<file path="src/rtl/ps2_pkg.sv">
// Shared constants, frame-FSM state type and frame check helper for the
// PS/2 keyboard front end.
package ps2_pkg;

  localparam logic [7:0] PS2_EXT        = 8'hE0;
  localparam logic [7:0] PS2_BRK        = 8'hF0;
  localparam logic [7:0] PS2_PAUSE      = 8'hE1;
  localparam logic [2:0] PS2_PAUSE_TAIL = 3'd7;
  localparam int         FRAME_BITS     = 10;

  typedef enum logic {
    IDLE,
    RECV
  } frame_state_t;

  // A frame after the start bit is {stop, parity, data[7:0]}.
  // It is good when parity makes the nine bits odd and the stop bit is high.
  function automatic logic frame_ok(input logic [9:0] frame);
    return (^frame[8:0]) && frame[9];
  endfunction

endpackage

</file>
<file path="src/rtl/ps2_frame_rx.sv">
// PS/2 frame receiver: pin synchronisers, falling-edge detect, 11-bit frame
// FSM with parity/stop/timeout checks, and raw byte output.
module ps2_frame_rx
  import ps2_pkg::*;
#(
  parameter int SYNC_STAGES    = 2,
  parameter int TIMEOUT_CYCLES = 100000
) (
  input  logic       clk,
  input  logic       rst,
  input  logic       ps2_clk,
  input  logic       ps2_data,
  output logic       byte_valid,
  output logic [7:0] byte_data,
  output logic       frame_err
);

  localparam int             TW       = $clog2(TIMEOUT_CYCLES + 1);
  localparam logic [TW-1:0]  TMO_LAST = TW'(TIMEOUT_CYCLES - 1);
  localparam logic [3:0]     LAST_BIT = 4'(FRAME_BITS - 1);

  logic [SYNC_STAGES-1:0] clk_sync;
  logic [SYNC_STAGES-1:0] data_sync;
  logic                   sync_clk;
  logic                   sync_clk_d;
  logic                   sync_data;
  logic                   fall;

  frame_state_t  state, state_next;
  logic [3:0]    bit_cnt, bit_cnt_next;
  logic [TW-1:0] tmo_cnt, tmo_next;
  logic [8:0]    shreg, shreg_next;
  logic [9:0]    frame;
  logic          byte_valid_next;
  logic [7:0]    byte_data_next;
  logic          frame_err_next;

  // Synchronise both pins into clk and keep one cycle of history on the clock.
  always_ff @(posedge clk) begin
    if (!rst) begin
      // NOTE: synchroniser flops reset to 1, the bus idle level, so leaving reset never fakes a falling edge.
      clk_sync   <= '1;
      data_sync  <= '1;
      sync_clk_d <= 1'b1;
    end else begin
      // NOTE: non-blocking assignments let every flop sample the pre-edge value, forming a true shift chain.
      clk_sync   <= {clk_sync[SYNC_STAGES-2:0], ps2_clk};
      data_sync  <= {data_sync[SYNC_STAGES-2:0], ps2_data};
      sync_clk_d <= sync_clk;
    end
  end

  assign sync_clk  = clk_sync[SYNC_STAGES-1];
  assign sync_data = data_sync[SYNC_STAGES-1];
  assign fall      = sync_clk_d && !sync_clk;

  // Complete frame as it stands on the stop-bit edge.
  assign frame = {sync_data, shreg};

  // Frame FSM state and registered outputs.
  always_ff @(posedge clk) begin
    if (!rst) begin
      state      <= IDLE;
      bit_cnt    <= '0;
      tmo_cnt    <= '0;
      shreg      <= '0;
      byte_valid <= 1'b0;
      byte_data  <= '0;
      frame_err  <= 1'b0;
    end else begin
      state      <= state_next;
      bit_cnt    <= bit_cnt_next;
      tmo_cnt    <= tmo_next;
      shreg      <= shreg_next;
      byte_valid <= byte_valid_next;
      byte_data  <= byte_data_next;
      frame_err  <= frame_err_next;
    end
  end

  // Next-state logic: start detect, bit capture, frame validation, timeout abort.
  always_comb begin
    // NOTE: every output gets a default first so no path through the case leaves one unassigned (no latch).
    state_next      = state;
    bit_cnt_next    = bit_cnt;
    tmo_next        = tmo_cnt;
    shreg_next      = shreg;
    byte_valid_next = 1'b0;
    byte_data_next  = byte_data;
    frame_err_next  = 1'b0;

    case (state)
      IDLE: begin
        if (fall && !sync_data) begin
          state_next   = RECV;
          bit_cnt_next = '0;
          tmo_next     = '0;
          shreg_next   = '0;
        end
      end

      RECV: begin
        if (fall) begin
          // An edge always restarts the inter-edge timer, even on the timeout cycle.
          tmo_next = '0;
          if (bit_cnt == LAST_BIT) begin
            state_next   = IDLE;
            bit_cnt_next = '0;
            if (frame_ok(frame)) begin
              byte_valid_next = 1'b1;
              byte_data_next  = frame[7:0];
            end else begin
              frame_err_next = 1'b1;
            end
          end else begin
            shreg_next   = {sync_data, shreg[8:1]};
            bit_cnt_next = bit_cnt + 4'd1;
          end
        end else if (tmo_cnt == TMO_LAST) begin
          state_next     = IDLE;
          frame_err_next = 1'b1;
          bit_cnt_next   = '0;
          tmo_next       = '0;
          shreg_next     = '0;
        end else begin
          tmo_next = tmo_cnt + TW'(1);
        end
      end

      default: state_next = IDLE;
    endcase
  end

endmodule

</file>
<file path="src/rtl/ps2_scan_decoder.sv">
// PS/2 keyboard front end: frame receiver plus E0/F0/E1 prefix decoder that
// emits one key event per physical key action.
module ps2_scan_decoder
  import ps2_pkg::*;
#(
  parameter int SYNC_STAGES    = 2,
  parameter int TIMEOUT_CYCLES = 100000
) (
  input  logic       clk,
  input  logic       rst,
  input  logic       ps2_clk,
  input  logic       ps2_data,
  output logic       byte_valid,
  output logic [7:0] byte_data,
  output logic       key_valid,
  output logic [7:0] key_code,
  output logic       key_ext,
  output logic       key_release,
  output logic       frame_err
);

  logic       ext_pend;
  logic       brk_pend;
  logic [2:0] skip_cnt;

  ps2_frame_rx #(
    .SYNC_STAGES   (SYNC_STAGES),
    .TIMEOUT_CYCLES(TIMEOUT_CYCLES)
  ) u_rx (
    .clk       (clk),
    .rst       (rst),
    .ps2_clk   (ps2_clk),
    .ps2_data  (ps2_data),
    .byte_valid(byte_valid),
    .byte_data (byte_data),
    .frame_err (frame_err)
  );

  // Prefix decoder: fold E0/F0 into flags, swallow the pause tail, emit events.
  always_ff @(posedge clk) begin
    if (!rst) begin
      key_valid   <= 1'b0;
      key_code    <= '0;
      key_ext     <= 1'b0;
      key_release <= 1'b0;
      ext_pend    <= 1'b0;
      brk_pend    <= 1'b0;
      skip_cnt    <= '0;
    end else begin
      key_valid <= 1'b0;
      if (frame_err) begin
        // A corrupted byte poisons any multi-byte sequence in progress.
        ext_pend <= 1'b0;
        brk_pend <= 1'b0;
        skip_cnt <= '0;
      end else if (byte_valid) begin
        if (skip_cnt != '0) begin
          skip_cnt <= skip_cnt - 3'd1;
          if (skip_cnt == 3'd1) begin
            key_valid   <= 1'b1;
            key_code    <= PS2_PAUSE;
            key_ext     <= 1'b0;
            key_release <= 1'b0;
          end
        end else if (byte_data == PS2_PAUSE) begin
          skip_cnt <= PS2_PAUSE_TAIL;
        end else if (byte_data == PS2_EXT) begin
          ext_pend <= 1'b1;
        end else if (byte_data == PS2_BRK) begin
          brk_pend <= 1'b1;
        end else begin
          key_valid   <= 1'b1;
          key_code    <= byte_data;
          key_ext     <= ext_pend;
          key_release <= brk_pend;
          ext_pend    <= 1'b0;
          brk_pend    <= 1'b0;
        end
      end
    end
  end

endmodule
</file>
<file path="config.mk">
export PLATFORM = sky130hd
export DESIGN_NAME = ps2_scan_decoder
export DESIGN_NICKNAME = d
export VERILOG_FILES = /design/src/rtl/ps2_pkg.sv /design/src/rtl/ps2_frame_rx.sv /design/src/rtl/ps2_scan_decoder.sv
export SDC_FILE = /design/constraint.sdc
export NUM_CORES = 1
export LEC_CHECK = 0
export BUFFER_PORTS_ARGS = -buffer_cell sky130_fd_sc_hd__buf_2
export CAP_MARGIN = 20
export CORE_MARGIN = 4
export CORE_UTILIZATION = 26
export CTS_CLUSTER_SIZE = 24
export DETAILED_ROUTE_END_ITERATION = 12
export GPL_ROUTABILITY_DRIVEN = 0
export GPL_TIMING_DRIVEN = 0
export PLACE_DENSITY_LB_ADDON = 0.3
export SLEW_MARGIN = 10
export SYNTH_ARGS = -nofsm -noshare
export SYNTH_HDL_FRONTEND = slang
export SYNTH_HIERARCHICAL = 1
export SYNTH_SLANG_ARGS = --single-unit
</file>
<file path="constraint.sdc">
create_clock -name clk -period 2.4 [get_ports clk]
set_clock_uncertainty 0.05 [all_clocks]
set_input_delay 0.12 -clock clk [delete_from_list [all_inputs] [get_ports clk]]
set_output_delay 0.12 -clock clk [all_outputs]
set_load 0.005 [all_outputs]
</file>
==> flow_summary_export.csv <==
group,metric,value,unit
clock_network,cts_max_path_buffers,2,
power,ir_drop,0.304,mV
synthesis,syn-num-nets,324,
final_layout,utilization,31.3,%
setup_path,critPathArrivalTime,2.34,ns
synthesis,synth-compound-area-share,13.4,%
synthesis,yosys.area.top_type_share,42.7,%
clock_network,clkTransAtPathRegs,0.07,ns
clock_network,clock_sinks,62,
sta,fmax,458,MHz
setup_path,critical-path-top-delay-family,"compound AO/OA/AOI/OAI gates",
die,rows,38,
power,seq_power_share,52.5,%
synthesis,synth_fa_ha_area_share,2.58,%
final_layout,instances_no_fill,496,
power,power.switching,0.447,mW
global_route,gr-total-overflow,0,
sta,setup_viol,0,
placement,port_buffers,24,
synthesis,synth-edff-count,0,
setup_path,crit_path_end_kind,"register",
die,core_area,0.0109,mm²
synthesis,synth-main-ff-cell,"dfxtp_1",
synthesis,yosysSeqAreaShare,42.7,%
die,initial_core_util,26.7,%
setup_path,crit_chain,"ha_1 > and4_1 > nand3_1 > o21a_1 > o21ai_1 > nor2_1",
final_layout,multiInputGateArea,0.00154,mm²
sta,tightest_slew,0.598,ns
power,p_per_area,580,mW/mm²
drt,drt-total-wl,6510,µm
power,p_total,1.97,mW
power,p_clk_share,44.8,%
synthesis,synth_top_family_by_area,"simple AND/OR/NAND/NOR gates",
synthesis,synthSimpleGateAreaFrac,26.5,%
drt,wire_per_inst,13.1,µm
synthesis,async_reset_ff_share,0,%
sta,tns,0,ns
final_layout,nets,361,
clock_network,cts_tree,"yes",
setup_path,reg2reg_depth,6,
synthesis,synth_xor_area_share,4.69,%
setup_path,crit_fanout,7,
placement,placed_cells,478,
synthesis,yosysWarnings,6,
power,internal_power,1.53,mW
sta,period_needed,2.18,ns
die,dieArea,0.0129,mm²
power,p_comb_share,2.7,%
synthesis,synth_area_leader_cell,"dfxtp_1",
outcome,status,"completed",
sta,grt_setup_unrepaired,"no",
global_route,grt_pass1_vias,2359,
global_route,grt_pass1_wl,11500,µm
synthesis,synth_mux_area_share,5.99,%
clock_network,cts_buffers,9,
min_path,hold_start,"rst",
power,p_leak,1.24,nW
drt,drt_iter0_drc,118,
setup_path,cp-start-kind,"register",
min_path,worstHoldPathCells,3,
final_layout,diodes,0,
sta,finalCritPeriodShare,91.0,%
sta,hold_violations,0,
final_layout,seq_area,0.00124,mm²
synthesis,synth_area,0.00291,mm²
flow_run,drv_cap,0,
clock_network,htree_levels,3,
drt,ant_nets,0,
sta,maxSlewViolCount,0,
setup_path,path_class,"register to register",
final_layout,layout_common_cells,"dfxtp_1, nand2_1, buf_2",
global_route,grt_max_degree,11,
drt,drc,0,
drt,viasPerCell,4.82,
drt,first_pass_iters,4,
clock_network,worstSkewPairLatency,0.34,ns
drt,dr_total_vias,2390,
setup_path,reg2reg_to,"u_rx/tmo_cnt[9]$_SDFFE_PN0P_",
setup_path,r2r-start,"u_rx/tmo_cnt[0]$_SDFFE_PN0P_",
global_route,antenna_found_initial,0,
min_path,min_path_type,"input port to register",
synthesis,synth_cell_types,59,
final_layout,fillers,1144,
sta,layout_setup_ws,0.215,ns
clock_network,clock-root-buffer,"clkbuf_8",
setup_path,r2r_slack,0.22,ns
synthesis,syn_inst,314,
setup_path,path_buf_inv,0,
setup_path,required,2.56,ns
final_layout,final_common_cell,"dfxtp_1",
placement,place_ws,0.231,ns
sta,relSlewSlack,59.8,%
final_layout,drive_above_1_share,17.4,%
power,switching_share,22.7,%
min_path,hold_end,"u_rx/shreg[8]$_SDFFE_PN0P_",
synthesis,synthTopCellsByArea,"dfxtp_1, nand2_1, mux2i_1, nand3_1, xnor2_1",
die,die_x,114,µm
die,chipHeight,114,µm
setup_path,crit_slowest_cell,"o21ai_1",
die,io_pins,25,
synthesis,avgSynthCellArea,9.25,µm²
clock_network,cts_resized,0,
placement,hpwl,4710,µm
setup_path,critPathMaxStageDelay,0.53,ns
final_layout,area.growth.synth_to_final,17.1,%
global_route,track_usage,11.0,%
synthesis,ys_ff_latch,62,
-- power groups by stage --
| stage | Sequential [mW] | Combinational, mW | Clock, mW |
|---|---|---|---|
| floorplan | 1.06 | 0.0335 | 0 |
| global placement | 1.06 | 0.0509 | 0 |
| detailed placement | 1.06 | 0.0509 | 0 |
| CTS | 1.04 | 0.0533 | 0.912 |
| global route | 1.04 | 0.0591 | 0.953 |
| finish | 1.04 | 0.0532 | 0.885 |
-- layer usage --
metal / part of all wire (%) / vias to the layer above / track usage [%] / wire, µm
met5: 0 / - / 0 / 0
met4: 2.2 / 0 / 4.41 / 141
met3: 5.4 / 14 / 4.08 / 351
met2: 46 / 52 / 17.3 / 2990
met1: 47 / 1118 / 13.8 / 3030
li1: - / 1206 / - / -
-- registers in the layout, indices dropped and copies added (netlist names), 2 cells and up --
signal          flops
key_code            8
skip_cnt            3
u_rx/shreg          9
u_rx/data_sync      2
u_rx/bit_cnt        4
u_rx/clk_sync       2
u_rx/byte_data      8
u_rx/tmo_cnt       17
-- synth_stat cells, types with 6 or more instances --
master	count
ha_1	6
nand3_1	19
nor3_1	11
inv_1	9
o21ai_0	13
mux2i_1	14
o22ai_1	8
xnor2_1	10
clkbuf_1	6
nand2_1	38
nand2b_1	7
dfxtp_1	62
nor2_1	16
a21oi_1	12
-- layout make-up --
cell class,instances,share of cell area (%)
plain buffers,13,2.46
clock buffers,12,3.97
clock inverters,4,1.40
inverters,10,1.10
multi-input cells,229,45.3
flip-flops and latches,62,36.5
well taps,140,5.15
repair buffers,26,4.12
-- how the worst max path moves through the flow --
| stage | to | from | cells past startpoint |
|---|---|---|---|
| after floorplan | u_rx/shreg[8]$_SDFFE_PN0P_ | u_rx/tmo_cnt[0]$_SDFFE_PN0P_ | 6 |
| after global placement | u_rx/tmo_cnt[12]$_SDFFE_PN0P_ | u_rx/tmo_cnt[0]$_SDFFE_PN0P_ | 6 |
| after detailed placement | u_rx/tmo_cnt[9]$_SDFFE_PN0P_ | u_rx/tmo_cnt[1]$_SDFFE_PN0P_ | 6 |
| after CTS | u_rx/tmo_cnt[9]$_SDFFE_PN0P_ | u_rx/tmo_cnt[0]$_SDFFE_PN0P_ | 6 |
| after global routing | u_rx/tmo_cnt[10]$_SDFFE_PN0P_ | u_rx/tmo_cnt[0]$_SDFFE_PN0P_ | 6 |
| final | u_rx/tmo_cnt[9]$_SDFFE_PN0P_ | u_rx/tmo_cnt[0]$_SDFFE_PN0P_ | 6 |
-- metrics by stage --
stage | cell area (µm²) | hold slack [ns]
floorplan | 2910 | 0.171
global placement | 3200 | 0.251
detailed placement | 3200 | 0.256
CTS | 3400 | 0.175
global route | 3400 | 0.205
finish | 3400 | 0.186
-- worst reg2reg max path, stage by stage (launching register included) --
cell     delay (ns)
dfxtp_1        0.37
ha_1           0.24
and4_1         0.27
nand3_1        0.13
o21a_1         0.34
o21ai_1        0.53
nor2_1         0.11
-- logic make-up after synthesis --
| group | Yosys count |
|---|---|
| multiplexers | 16 |
| adder cells (fa/ha/maj) | 6 |
| buffers and inverters | 23 |
| AO/OA/AOI/OAI | 57 |
| XOR/XNOR | 14 |
| AND/OR/NAND/NOR | 136 |
| flip-flops | 62 |
-- timing repair --
item,CTS,global route
buffers inserted,0,0
hold endpoints to repair,2,0
setup endpoints to repair,0,0
hold buffers,2,0
Power figures use the tool's default switching activity.
